**src/rtl/mem_port_arbiter.sv**
```systemverilog
// Shares one single-ported memory between the fetch and load/store requesters:
// arbitrates, issues the access, waits the fixed latency, captures and acks.
module mem_port_arbiter #(
   parameter int ADDR_W   = 32,
   parameter int DATA_W   = 32,
   parameter int MEM_LAT  = 2,
   parameter int ARB_MODE = 1
) (
   input  logic              clk,
   input  logic              rst,
   input  logic              if_req,
   input  logic [ADDR_W-1:0] if_addr,
   output logic [DATA_W-1:0] if_rdata,
   output logic              if_ack,
   input  logic              d_req,
   input  logic              d_we,
   input  logic [ADDR_W-1:0] d_addr,
   input  logic [DATA_W-1:0] d_wdata,
   output logic [DATA_W-1:0] d_rdata,
   output logic              d_ack,
   output logic              mem_en,
   output logic              mem_we,
   output logic [ADDR_W-1:0] mem_addr,
   output logic [DATA_W-1:0] mem_wdata,
   input  logic [DATA_W-1:0] mem_rdata,
   output logic              busy,
   output logic              gnt_d
);

   typedef enum logic [1:0] {IDLE, ISSUE, WAIT, ACK} state_t;

   localparam logic [3:0] LAT_M1 = 4'(MEM_LAT - 1);

   state_t              state_q, state_d;
   logic [3:0]          count_q, count_d;
   logic                grantData_q;
   logic                lastData_q;
   logic                we_q;
   logic [ADDR_W-1:0]   addr_q;
   logic [DATA_W-1:0]   wdata_q;
   logic [DATA_W-1:0]   ifRdata_q;
   logic [DATA_W-1:0]   dRdata_q;
   logic                pickData;
   logic                anyReq;

   assign anyReq = if_req | d_req;

   // On a tie, round-robin hands the grant to whichever port did not win last.
   always_comb begin
      pickData = d_req;
      if (if_req && d_req) begin
         pickData = (ARB_MODE == 0) ? 1'b1 : ~lastData_q;
      end
   end

   always_ff @(posedge clk) begin
      if (rst) begin
         state_q <= IDLE;
         count_q <= 4'd0;
      end else begin
         state_q <= state_d;
         count_q <= count_d;
      end
   end

   always_comb begin
      state_d = state_q;
      count_d = count_q;
      case (state_q)
         IDLE: begin
            if (anyReq) state_d = ISSUE;
         end
         ISSUE: begin
            count_d = LAT_M1;
            state_d = WAIT;
         end
         WAIT: begin
            if (count_q == 4'd0) state_d = ACK;
            else count_d = count_q - 4'd1;
         end
         ACK: begin
            state_d = IDLE;
         end
         default: begin
            state_d = IDLE;
         end
      endcase
   end

   always_comb begin
      mem_en = 1'b0;
      mem_we = 1'b0;
      if_ack = 1'b0;
      d_ack  = 1'b0;
      case (state_q)
         ISSUE: begin
            mem_en = 1'b1;
            mem_we = we_q;
         end
         ACK: begin
            if_ack = ~grantData_q;
            d_ack  = grantData_q;
         end
         default: begin
         end
      endcase
   end

   // Request fields are latched only at grant, so later changes on the inputs are harmless.
   always_ff @(posedge clk) begin
      if (rst) begin
         grantData_q <= 1'b0;
         lastData_q  <= 1'b0;
         we_q        <= 1'b0;
         addr_q      <= '0;
         wdata_q     <= '0;
         ifRdata_q   <= '0;
         dRdata_q    <= '0;
      end else begin
         if (state_q == IDLE && anyReq) begin
            grantData_q <= pickData;
            addr_q      <= pickData ? d_addr : if_addr;
            we_q        <= pickData & d_we;
            if (pickData) wdata_q <= d_wdata;
         end
         if (state_q == WAIT && count_q == 4'd0 && !we_q) begin
            if (grantData_q) dRdata_q <= mem_rdata;
            else ifRdata_q <= mem_rdata;
         end
         if (state_q == ACK) lastData_q <= grantData_q;
      end
   end

   assign mem_addr  = addr_q;
   assign mem_wdata = wdata_q;
   assign if_rdata  = ifRdata_q;
   assign d_rdata   = dRdata_q;
   assign busy      = (state_q != IDLE);
   assign gnt_d     = grantData_q;

endmodule

```
**config.mk**
```make
export PLATFORM = sky130hd
export DESIGN_NAME = mem_port_arbiter
export DESIGN_NICKNAME = d
export VERILOG_FILES = /design/src/rtl/mem_port_arbiter.sv
export SDC_FILE = /design/constraint.sdc
export NUM_CORES = 1
export LEC_CHECK = 0
export ABC_AREA = 1
export BUFFER_PORTS_ARGS = -buffer_cell sky130_fd_sc_hd__buf_2
export CORE_MARGIN = 3
export CORE_UTILIZATION = 30
export DETAILED_ROUTE_END_ITERATION = 7
export GPL_TIMING_DRIVEN = 0
export PLACE_DENSITY = 0.54
export SKIP_CTS_REPAIR_TIMING = 1
export SLEW_MARGIN = 20
export SYNTH_ARGS = -nofsm -noshare
export SYNTH_HDL_FRONTEND = slang
export SYNTH_SLANG_ARGS = --single-unit
```
**constraint.sdc**
```tcl
create_clock -name clk -period 2.86 [get_ports clk]
set_input_delay 0.858 -clock clk [delete_from_list [all_inputs] [get_ports clk]]
set_output_delay 0.858 -clock clk [all_outputs]
set_load 0.01 [all_outputs]
```
* Word-level counts from Yosys, hierarchy flattened
Cells that the tools add are included.
** Word-level totals
- Flip-flop bits (word level) :: 137
- Input port bits :: 133
** Cells by class
- Bitwise operators :: 4
- Reductions and logical operators :: 14
- Add/subtract/negate cells :: 1
- Equality and inequality tests :: 6
- Muxes and demuxes :: 11
** Operators by type and width (count)
- 32-bit 2-to-1 mux :: 1
- 2-bit AND reduction :: 5
- 2-bit case mux with 4 select lines :: 1
- 4-bit case mux with 2 select lines :: 1
- 2-bit != test (second input constant) :: 3
- 1-bit 2-to-1 mux :: 5
- 2-bit equality test (second input constant) :: 2
- 1-bit logical AND :: 4
- 4-bit zero test :: 1
- 2-bit 2-to-1 mux :: 2
- 4-bit 2-to-1 mux :: 1
- 2-bit nonzero test :: 2
- 4-bit by 1-bit subtractor with 4-bit output (second input constant) :: 1
- 2-bit by 1-bit equality test with 1-bit output (second input constant) :: 1
- 2-bit zero test :: 1
- 1-bit inverter :: 2
- 1-bit bitwise AND :: 1
- 1-bit zero test :: 1
- 1-bit OR :: 1

* Logic depth before layout (Yosys ltp)
- Depth after elaboration :: 4
- Gate-level depth with buffers :: 8

* Worst setup path before layout
Ideal clock, no wire load.
- Kind :: register to output
- From :: register grantData_q, in the netlist gnt_d
- To :: output d_ack
- Stages on the path, launching flop included :: 5
- Path slack :: 1.130 ns
- Buffers on the path :: 2
- Arrival :: 0.872 ns
- Required time :: 2.002 ns
- Cell sequence :: dfxtp_1 -> buf_2 -> buf_2 -> nand2_1 -> inv_1
** On the way
- Word-level cells in the longest chain between the ends :: 1
** Ends and longest elaborated chain
- start: declaration :: RTL line 36 : logic grantData_q;
- start signal: assignment :: RTL line 121 : grantData_q <= pickData;
- 1-bit 2-to-1 mux :: RTL line 95 : case (state_q)
- end: declaration :: RTL line 20 : output logic d_ack,
Every way passes these cells.

* Final worst setup path
- From :: register grantData_q, in the netlist gnt_d
- To :: output if_ack
** On the way
- Word-level cells in the longest chain between the ends :: 2
** Ends and longest elaborated chain
- 1-bit inverter (no source line)
- 1-bit 2-to-1 mux :: RTL line 95
- end: declaration :: RTL line 14 : output logic if_ack,
Every way passes these cells.

==> results.yml <==
yosys:
  synth_seq_area_share: 0.487
  yosysWarnings: 0
  syn_nets: 890
  synth_compound_area_frac: 0.125
  avgSynthCellArea_um2: 7.48
  synth_mux_area_frac: 0
  ys_ff_latch: 137
  ys_types: 19
  netlist_area_mm2: 0.00563
  synth_top_family_by_area: "simple AND/OR/NAND/NOR gates"
  syn_inst: 752
  synth-simple-area-share: 0.294
  synthAdderAreaFrac: 0.0111
  synthXorXnorAreaFrac: 0
grt:
  grt_max_degree: 17
  track_usage: 0.173
  antenna_found_initial: 0
  grt_pass1_wl_mm: 28.3
  grt-ovfl-total: 0
  grt_pass1_vias: 5607
detailed_routing:
  drtIter0Drc: 196
  wirelength_mm: 18.3
  num_vias: 5903
  via_per_inst: 4.62
  drtAntennaViolNets: 0
  post_drt_wl_per_cell_um: 14.3
  drc_errors: 0
  dr.pass1.iters: 7
sta:
  skew_ns: 0.00892
  fmax_mhz: 426
  tns_ns: 0
  post-route-min-period_ns: 2.35
  worst_pin_slew_ns: 0.633
  slew_violations: 0
  setup_violations: 0
  min_period_over_period: 0.821
  max-slew-margin-rel: 0.578
  rsz0062_at_grt: "no"
  hold_viol: 0
critical_path:
  crit_required_ns: 2.00
  crit_path_top_delay_cell: "dfxtp_1"
  cp-start-kind: "flip-flop"
  crit_path_cell_trace: "buf_2 > buf_2 > nor2_1 > buf_2"
  path_common_cell: "buf_2"
  cp-end-kind: "primary output"
  crit_family: "buffers and inverters"
  worst-setup-path-type: "flip-flop to primary output"
  r2r_slack_ns: 1.11
  path_buf_inv: 3
  arrival_ns: 1.49
  cp_max_fo: 10
  worst_path_largest_cell_delay_ns: 0.32
cells_and_area:
  insertedDiodeCount: 0
  finalInstanceArea_mm2: 0.00783
  nets: 1175
  area_delta_synth_final_pct: 39.2
  final_cell_mix: "buf_2 (291), nand2_1 (243), dfxtp_1 (137)"
  finish.utilization: 0.430
  final_common_cell: "buf_2"
  drive_gt1_frac: 0.330
placement:
  hpwl_mm: 14.0
  place_congestion: 0.797
  placed_area_mm2: 0.00724
  numPortBuffers: 266
power_and_ir_drop:
  p_per_area_mw_per_mm2: 929
  p_leak_nw: 3.77
  vdd_drop_max_uv: 603
status:
  outcome: "finished, final reports clean"
clock_network:
  clk_pin_slew_ns: 0.06
  cts_inserted_buffers: 17
  clk_latency_ns: 0.42
  clockBufferDepth: 2
  cts_tree: "done"
  htree_levels: 4
  cts.sinks: 137
  root_buffer: "clkbuf_16"
floorplanning:
  die_h_um: 143
  die_area_mm2: 0.0204
  coreArea_mm2: 0.0182
  ios: 267
  row_count: 49
  start_util: 0.309
  die_x_um: 143
flow_run:
  max_cap_violations: 0
hold_path:
  worstHoldPathType: "flip-flop to flip-flop"
## per-layer routing
metal	global-route usage	vias up	routed length [um]
met5	0	-	0
met4	0.0605	0	348
met3	0.0620	24	1460
met2	0.280	183	8430
met1	0.215	2639	8030
li1	-	3057	-
## Yosys cell counts, drive strengths merged
cell type / number / share of area
a21oi: 105 / 0.094
buf: 39 / 0.056
clkbuf: 20 / 0.014
dfxtp: 137 / 0.49
ha: 5 / 0.011
inv: 20 / 0.013
nand2: 243 / 0.16
nand3: 6 / 0.0053
nand4: 66 / 0.073
nor2: 74 / 0.051
o21ai: 35 / 0.031
or2: 2 / 0.0022
## flip-flops by register name (all words and copies together) (netlist names), 2 cells and up
name       count
mem_wdata     32
state_q        2
mem_addr      32
d_rdata       32
if_rdata      32
count_q        4
## metrics by stage
| stage | setup WS (ns) | cells | hold slack [ns] | power (W) |
|---|---|---|---|---|
| 6_report | 0.511 | 1279 | 0.456 | 0.00727 |
| 4_1_cts | 0.453 | 1279 | 0.461 | 0.00737 |
| 3_5_place_dp | 0.516 | 1247 | 0.451 | 0.00517 |
| 3_3_place_gp | 0.520 | 1247 | 0.446 | 0.00516 |
| 5_1_grt | 0.393 | 1279 | 0.477 | 0.00780 |
| 2_1_floorplan | 1.13 | 752 | 0.444 | 0.00423 |
## path summary, 6_finish.rpt
path	cells after the start	start	to
worst min-delay path	2	if_rdata[0]$_SDFFE_PP0P_	if_rdata[0]$_SDFFE_PP0P_
worst max-delay path	4	gnt_d$_SDFFE_PP0P_	if_ack
worst max register to register	8	state_q[0]$_SDFFE_PP0P_	if_rdata[16]$_SDFFE_PP0P_
worst min register to register	2	if_rdata[0]$_SDFFE_PP0P_	if_rdata[0]$_SDFFE_PP0P_
## cells by family (layout without fill, tap and decap cells)
kind of cell / after synthesis / after routing
AO/OA/AOI/OAI: 140 / 140
adder cells (fa/ha/maj): 5 / 5
buffers and inverters: 79 / 377
flip-flops: 137 / 137
AND/OR/NAND/NOR: 391 / 391
## worst min-delay path, delay by kind of cell (launching register included)
| family | cells | cell delay, ns |
|---|---|---|
| compound gates | 1 | 0.05 |
| flops | 1 | 0.31 |
| simple gates | 1 | 0.06 |
## power breakdown
group	internal [W]	switching [W]	total, W
clock	0.00131	0.000869	0.00218
combinational	0.000999	0.00166	0.00266
sequential	0.00226	0.000170	0.00243
total	0.00458	0.00269	0.00727
## final cells by class
cell class / instances / area, um2
Tap cell: 229 / 287
Clock inverter: 13 / 143
Fill cell: 1936 / 10400
Sequential cell: 137 / 2740
Multi-Input combinational cell: 536 / 2420
Inverter: 20 / 75.1
Clock buffer: 19 / 443
Buffer: 59 / 389
Timing Repair Buffer: 266 / 1330
No activity file was read; power rests on OpenSTA's default activity.
